<file path="src/rtl/tron_pkg.sv">
`default_nettype none
// ============================================================================
// Module      : tron_pkg
// Description : Shared types, constants and helpers for the light-cycle
//               motion stage (directions, FSM states, arena limits, winners).
// Revision    : 1.0 - initial release
// ============================================================================
package tron_pkg;

    typedef enum logic [1:0] {
        DIR_UP    = 2'd0,
        DIR_RIGHT = 2'd1,
        DIR_DOWN  = 2'd2,
        DIR_LEFT  = 2'd3
    } dir_t;

    typedef enum logic [1:0] {
        ST_IDLE = 2'd0,
        ST_RUN  = 2'd1,
        ST_OVER = 2'd2
    } state_t;

    localparam int CELL_PX = 4;
    localparam int X_MAX   = 636;
    localparam int Y_MAX   = 476;

    localparam logic [1:0] WIN_NONE = 2'b00;
    localparam logic [1:0] WIN_P1   = 2'b01;
    localparam logic [1:0] WIN_P2   = 2'b10;
    localparam logic [1:0] WIN_DRAW = 2'b11;

    // Signed coordinate wide enough that stepping off the low edge goes
    // negative instead of wrapping to a large legal-looking value.
    typedef struct packed {
        logic signed [10:0] x;
        logic signed [10:0] y;
    } cand_t;

    // Opposite heading: flipping the upper bit swaps UP/DOWN and RIGHT/LEFT.
    function automatic dir_t dir_reverse(input dir_t d);
        return dir_t'(d ^ 2'b10);
    endfunction

    function automatic cand_t to_cand(input logic [9:0] x, input logic [9:0] y);
        cand_t c;
        c.x = $signed({1'b0, x});
        c.y = $signed({1'b0, y});
        return c;
    endfunction

    // Position one grid cell further along heading d.
    function automatic cand_t advance(input logic [9:0] x, input logic [9:0] y,
                                      input dir_t d);
        cand_t c;
        c = to_cand(x, y);
        case (d)
            DIR_UP:    c.y = c.y - $signed(11'(CELL_PX));
            DIR_RIGHT: c.x = c.x + $signed(11'(CELL_PX));
            DIR_DOWN:  c.y = c.y + $signed(11'(CELL_PX));
            default:   c.x = c.x - $signed(11'(CELL_PX));
        endcase
        return c;
    endfunction

    function automatic logic in_arena(input cand_t c);
        return (c.x >= 11'sd0) && (c.x <= $signed(11'(X_MAX))) &&
               (c.y >= 11'sd0) && (c.y <= $signed(11'(Y_MAX)));
    endfunction

endpackage
`default_nettype wire

</file>
<file path="src/rtl/step_timer.sv">
`default_nettype none
// ============================================================================
// Module      : step_timer
// Description : Free-running movement step counter; tick marks the last
//               cycle of each step while run is high, held at 0 otherwise.
// Revision    : 1.0 - initial release
// ============================================================================
module step_timer #(
    parameter int STEP_CYCLES = 1_000_000
) (
    input  logic clock,
    input  logic reset,
    input  logic run,
    output logic tick
);

    localparam int CW = (STEP_CYCLES > 2) ? $clog2(STEP_CYCLES) : 1;
    localparam logic [CW-1:0] LAST = CW'(STEP_CYCLES - 1);

    logic [CW-1:0] count;

    // Count 0..STEP_CYCLES-1 while running; park at 0 when not running.
    always_ff @(posedge clock) begin
        if (!reset) begin
            count <= '0;
        end else if (!run || (count == LAST)) begin
            count <= '0;
        end else begin
            count <= count + 1'b1;
        end
    end

    assign tick = run && (count == LAST);

endmodule
`default_nettype wire

</file>
<file path="src/rtl/player_motion.sv">
`default_nettype none
// ============================================================================
// Module      : player_motion
// Description : Game state and both light-cycle heads: direction latching,
//               per-step movement, wall / head-on / trace crash detection and
//               the trace write strobe toward the trace drawer.
// Revision    : 1.0 - initial release
// ============================================================================
module player_motion
    import tron_pkg::*;
#(
    parameter int STEP_CYCLES = 1_000_000,
    parameter int P1_X0       = 40,
    parameter int P1_Y0       = 240,
    parameter int P2_X0       = 600,
    parameter int P2_Y0       = 240
) (
    input  logic       clock,
    input  logic       reset,
    input  logic       start,
    input  dir_t       p1_dir,
    input  dir_t       p2_dir,
    input  logic       p1_dir_vld,
    input  logic       p2_dir_vld,
    input  logic       collided,
    output logic [9:0] new_x1,
    output logic [9:0] new_y1,
    output logic [9:0] new_x2,
    output logic [9:0] new_y2,
    output logic       en_cond,
    output logic       game_over,
    output logic [1:0] winner
);

    state_t state;
    dir_t   head1, head2;
    dir_t   pend1, pend2;
    dir_t   eff1, eff2;
    logic   tick;
    cand_t  cand1, cand2, pos1, pos2;
    logic   ok1, ok2, head_on;

    step_timer #(
        .STEP_CYCLES(STEP_CYCLES)
    ) u_step_timer (
        .clock (clock),
        .reset (reset),
        .run   (state == ST_RUN),
        .tick  (tick)
    );

    // Effective direction this cycle: a same-cycle request beats the stored
    // one, but never a reversal of the heading currently being travelled.
    always_comb begin
        eff1 = pend1;
        eff2 = pend2;
        if (p1_dir_vld && (p1_dir != dir_reverse(head1))) eff1 = p1_dir;
        if (p2_dir_vld && (p2_dir != dir_reverse(head2))) eff2 = p2_dir;
    end

    // Candidate positions and the crash conditions they imply.
    always_comb begin
        pos1    = to_cand(new_x1, new_y1);
        pos2    = to_cand(new_x2, new_y2);
        cand1   = advance(new_x1, new_y1, eff1);
        cand2   = advance(new_x2, new_y2, eff2);
        ok1     = in_arena(cand1);
        ok2     = in_arena(cand2);
        head_on = ok1 && ok2 &&
                  ((cand1 == cand2) || ((cand1 == pos2) && (cand2 == pos1)));
    end

    // Game FSM with registered heads, strobe and result.
    always_ff @(posedge clock) begin
        if (!reset) begin
            state     <= ST_IDLE;
            new_x1    <= 10'(P1_X0);
            new_y1    <= 10'(P1_Y0);
            new_x2    <= 10'(P2_X0);
            new_y2    <= 10'(P2_Y0);
            head1     <= DIR_RIGHT;
            head2     <= DIR_LEFT;
            pend1     <= DIR_RIGHT;
            pend2     <= DIR_LEFT;
            en_cond   <= 1'b0;
            game_over <= 1'b0;
            winner    <= WIN_NONE;
        end else begin
            en_cond <= 1'b0;
            case (state)
                ST_IDLE: begin
                    pend1 <= eff1;
                    pend2 <= eff2;
                    if (start) begin
                        state   <= ST_RUN;
                        en_cond <= 1'b1;   // mark the start cells
                    end
                end
                ST_RUN: begin
                    pend1 <= eff1;
                    pend2 <= eff2;
                    if (tick) begin
                        head1 <= eff1;
                        head2 <= eff2;
                    end
                    if (tick && (!ok1 || !ok2)) begin
                        state     <= ST_OVER;
                        game_over <= 1'b1;
                        winner    <= {!ok1, !ok2};
                    end else if ((tick && head_on) || collided) begin
                        state     <= ST_OVER;
                        game_over <= 1'b1;
                        winner    <= WIN_DRAW;
                    end else if (tick) begin
                        new_x1  <= cand1.x[9:0];
                        new_y1  <= cand1.y[9:0];
                        new_x2  <= cand2.x[9:0];
                        new_y2  <= cand2.y[9:0];
                        en_cond <= 1'b1;
                    end
                end
                default: begin
                    // OVER: everything frozen until reset.
                    state     <= ST_OVER;
                    game_over <= 1'b1;
                end
            endcase
        end
    end

endmodule
`default_nettype wire

</file>
<file path="config.mk">
export PLATFORM = sky130hd
export DESIGN_NAME = player_motion
export DESIGN_NICKNAME = d
export VERILOG_FILES = /design/src/rtl/tron_pkg.sv /design/src/rtl/step_timer.sv /design/src/rtl/player_motion.sv
export SDC_FILE = /design/constraint.sdc
export NUM_CORES = 1
export LEC_CHECK = 0
export ABC_CLOCK_PERIOD_IN_PS = 7600
export BUFFER_PORTS_ARGS = -buffer_cell sky130_fd_sc_hd__buf_4
export CORE_MARGIN = 5
export CORE_UTILIZATION = 30
export DETAILED_ROUTE_END_ITERATION = 7
export GPL_TIMING_DRIVEN = 0
export PLACE_DENSITY = 0.42
export REMOVE_ABC_BUFFERS = 1
export SLEW_MARGIN = 20
export SYNTH_ARGS = -nofsm -noshare
export SYNTH_HDL_FRONTEND = slang
export SYNTH_HIERARCHICAL = 1
export SYNTH_SLANG_ARGS = --single-unit
</file>
<file path="constraint.sdc">
create_clock -name clock -period 7.6 [get_ports clock]
set_input_delay 1.52 -clock clock [delete_from_list [all_inputs] [get_ports clock]]
set_output_delay 1.52 -clock clock [all_outputs]
set_load 0.03 [all_outputs]
</file>
==> metrics list <==
- The critical path in this run is classified as in -> reg.
- Top-Level Pins: 54
- After floorplanning, the core was sized to cover 20900 µm².
- Cell count after placement: 1076
- Highest routing layer actually used: met4
- Once the clock tree was built, the setup fixing pass inserted 0 buffers.
- Worst stage delay on the critical path: between 0.8 and 0.9 ns
* Cell area after synthesis: around 6300 µm²
- Number of pins exceeding their max-slew limit in the final report: 0
- Layout Cell Area excl Fill: roughly 7000 µm²
- Cell at the slowest stage of the critical path: sky130_fd_sc_hd__a41o_1
* Depth of the most critical reg-to-reg path: 15
- Final setup fails: 0
- For this run, design rule violations remaining after detail routing come to 0.
- The finished layout holds approximately 1.1k standard cells, fillers aside.
* Most common library cell in the layout ignoring fill and taps: sky130_fd_sc_hd__dfxtp_1
- In this run, post-CTS hold repair placed 0 buffers.
- Using the TritonRoute via totals, the vias-per-cell ratio works out to roughly 5.7.
- The completed layout was analyzed and its total power is between 1 and 1.5 mW.
- The worst-case IR drop observed on VDD is 0.123 mV.
- Clock-pin slew was measured on the worst setup and hold paths at 0.06 ns.
- After global routing the overflow that remains totals 0.
- Post-layout minimum cycle time: a little over 7 ns
- The number of antenna diodes in the final layout is 0.
* Setup slack of the worst register-to-register path: between 1 and 1.5 ns
* Worst hold path stage count: 1
- Crit start category: input pin
- Number of standard cells after synthesis: about 800
- Routability congestion estimate from global placement: between 0.8 and 0.9
- Post-CTS repair changed the size of 0 cells.
* Prevailing post-synth register cell: sky130_fd_sc_hd__dfxtp_1
- Origin of the worst min-delay path: u_step_timer/count[0]
- The run finished with clean final reports.
- After detailed placement, the total cell area comes to 6870 µm².
- Avg Synthesized Cell Area: around 7.9 µm²
- Summed over all layers, the routed wires come to ~23000 µm.
* Wire length of the first global-routing pass: 36400 µm
- Maximum Capacitance Violations: 0
* Required time at the worst-slack endpoint: 7.83 ns
- Classification of the worst-slack hold path: reg -> reg
* Rows: 53
- Wire length on met2: between 10000 and 15000 µm
- At the worst endpoint, the arrival time is ~7.5 ns.
* # H-tree levels: 3
- At the later pin of the worst-skew pair, clock insertion delay measures between 0.3 and 0.4 ns.
- Across all layers, the routed design uses between 6k and 7k vias.
- Power Dens Cells: roughly 180 nW/µm²
- Total Routing Usage GR: roughly a fifth
- The final number of hold-violating endpoints was 0.
- The floorplan step defined a die boundary enclosing between 20000 and 25000 µm².
* Via count of the first global-routing pass: roughly 6.2k
- Commonest cells after routing, fill and taps aside: sky130_fd_sc_hd__dfxtp_1 (66), sky130_fd_sc_hd__nand2_1 (60), sky130_fd_sc_hd__xnor2_1 (53)
- The clock passes through at most 2 buffers.
- DP HPWL: ~18000 µm
- The critical path goes through buf_4, xor2_1, o2bb2ai_1, or2_2, nand2b_1, ha_1, o21ai_1, a31oi_1, o41ai_2, xor2_1, xnor2_1, mux2_2, nor3b_1, a41o_1, nor2_2, a311o_1.
- Number of violations reported at the end of detailed-routing iteration 0: around 530
- Routed wire length on met3: 1240 µm
- Port buffering added 45 buffers.
* Number of library cell types mapped by synthesis: 90
- From synthesis to final layout, the design area changed by 13.8%.
- Fmax: approximately 140 MHz
- RSZ-0062 raised after global routing: no
- Effective utilization at floorplan: a little under a third
- The endpoint identified for the worst register-to-register timing path is new_x2[6].
- The final layout contains around 860 nets.
* Filler Cell Count: between 2k and 2.5k
* Pin count of the biggest net entering global routing: 50
- Die H: between 150 and 200 µm
- Final ANT Viol Nets: 0
* Tightest Pin Transition: between 1 and 1.5 ns
- Async S/R FF share, synth: 0%
- Count of synthesis-stage warnings from yosys: 6
* Reg2Reg Launch Point: head1[1]
- Most frequent cell on the critical path: sky130_fd_sc_hd__xor2_1
- On the final layout, the worst clock skew is around 0.0085 ns.
- Horizontal die dimension: 155 µm
* Share of layout cells above drive strength 1: around an eighth
* Detailed-routing iteration count for the pre-antenna-repair pass: 6
* Antenna violations before repair: 0
* Leak: ~2.7 nW
- Period utilization: 95.6%
- Worst-path maximum fanout: 26
* Clock Sinks: 66
- For hold timing, the worst endpoint is u_step_timer/count[0].
- Worst Setup End Kind: flop
- Share of synthesized area occupied by flip-flops and latches: about a fifth
- Root buffer cell: sky130_fd_sc_hd__clkbuf_16
- Clock tree synthesis inserted a total of 9 buffers.
* Wirelength per Cell: 21.4 µm
- Count of state elements after synthesis: 66
* TritonCTS clock tree: yes
- Post-Route M1 WL: approximately 11000 µm
- Worst slew margin relative to its limit: between 20% and 30%
* Number of flops mapped to enable cells by yosys: 0
-- flip-flops by register name, indices dropped and copies added, names as in the netlist, 8 cells and up --
name,flops
new_x1,8
new_x2,8
new_y1,8
new_y2,8
u_step_timer/count,20
-- how the worst max path moves through the flow --
stage | cells after the start | start | slack [ns] | to
detailed placement | 16 | p1_dir[1] | 0.02 | new_x2[6]
finish | 16 | p1_dir[1] | 0.33 | new_x2[6]
global placement | 15 | p1_dir[1] | -2.79 | new_x2[4]
global route | 16 | p1_dir[1] | 0.04 | new_x2[6]
floorplan | 14 | p1_dir[1] | 0.92 | new_y1[9]
CTS | 16 | p1_dir[1] | 0.41 | new_x2[6]
-- per-stage QoR --
step / hold slack, ns / setup TNS (ns) / worst slack, ns / utilization [%]
after floorplan: 0.426 / 0 / 0.923 / -
after global placement: 0.438 / -60.58 / -2.79 / 32.3
after detailed placement: 0.453 / 0 / 0.0189 / 32.9
after CTS: 0.467 / 0 / 0.413 / 34.4
after global routing: 0.484 / 0 / 0.0414 / 34.4
final: 0.459 / 0 / 0.332 / 34.4
-- metal layers --
metal	vias to the layer above	track usage [%]
met1	3052	26.3
met3	25	2.73
met4	0	5.21
li1	2987	-
met2	194	32.1
met5	-	0
-- logic make-up after synthesis --
family | count (synthesis) | synth area share [%]
buffers and inverters | 95 | 6.88
xor gates and xnor gates | 86 | 12.6
and+or+nand+nor | 257 | 22.0
AOI/OAI and AO/OA | 230 | 26.1
DFF | 66 | 21.0
muxes | 25 | 4.03
other | 1 | 0.0595
adders and majority gates | 35 | 7.42
-- power breakdown --
part	internal [mW]	total (mW)	switching, mW	leakage, nW
clock network	0.257	0.437	0.180	0.144
registers	0.352	0.357	0.00560	0.534
logic	0.163	0.463	0.300	2.01
total	0.772	1.26	0.486	2.69
-- layout make-up --
cell class | instances | area (µm²) | area share [%]
repair buffers | 49 | 408 | 5.68
well taps | 275 | 344 | 4.80
multi-input cells | 641 | 4630 | 64.5
inverters | 45 | 169 | 2.35
clock inverters | 7 | 78.8 | 1.10
clock buffers | 9 | 225 | 3.14
flip-flops and latches | 66 | 1320 | 18.4
-- worst max-delay path, delay by kind of cell --
kind / cells / cell delay [ns]
AND/OR/NAND/NOR: 4 / 1.84
XOR/XNOR: 3 / 0.69
buffers and inverters: 1 / 0.12
multiplexers: 1 / 0.29
AO/OA/AOI/OAI: 6 / 2.56
adder cells (fa/ha/maj): 1 / 0.45
-- cell usage after synthesis (18+ instances only) --
| cell | instances | area [µm²] |
|---|---|---|
| sky130_fd_sc_hd__nand3_1 | 29 | 145 |
| sky130_fd_sc_hd__xnor2_1 | 53 | 464 |
| sky130_fd_sc_hd__a21oi_1 | 45 | 225 |
| sky130_fd_sc_hd__o21ai_0 | 31 | 155 |
| sky130_fd_sc_hd__inv_1 | 45 | 169 |
| sky130_fd_sc_hd__ha_1 | 31 | 388 |
| sky130_fd_sc_hd__o211ai_1 | 19 | 143 |
| sky130_fd_sc_hd__nand2_1 | 60 | 225 |
| sky130_fd_sc_hd__clkbuf_1 | 20 | 75.1 |
| sky130_fd_sc_hd__nor2_1 | 43 | 161 |
| sky130_fd_sc_hd__nand4_1 | 18 | 113 |
| sky130_fd_sc_hd__dfxtp_1 | 66 | 1320 |
| sky130_fd_sc_hd__mux2i_1 | 22 | 220 |
| sky130_fd_sc_hd__xor2_1 | 30 | 263 |
No activity file was read; power rests on OpenSTA's default activity.
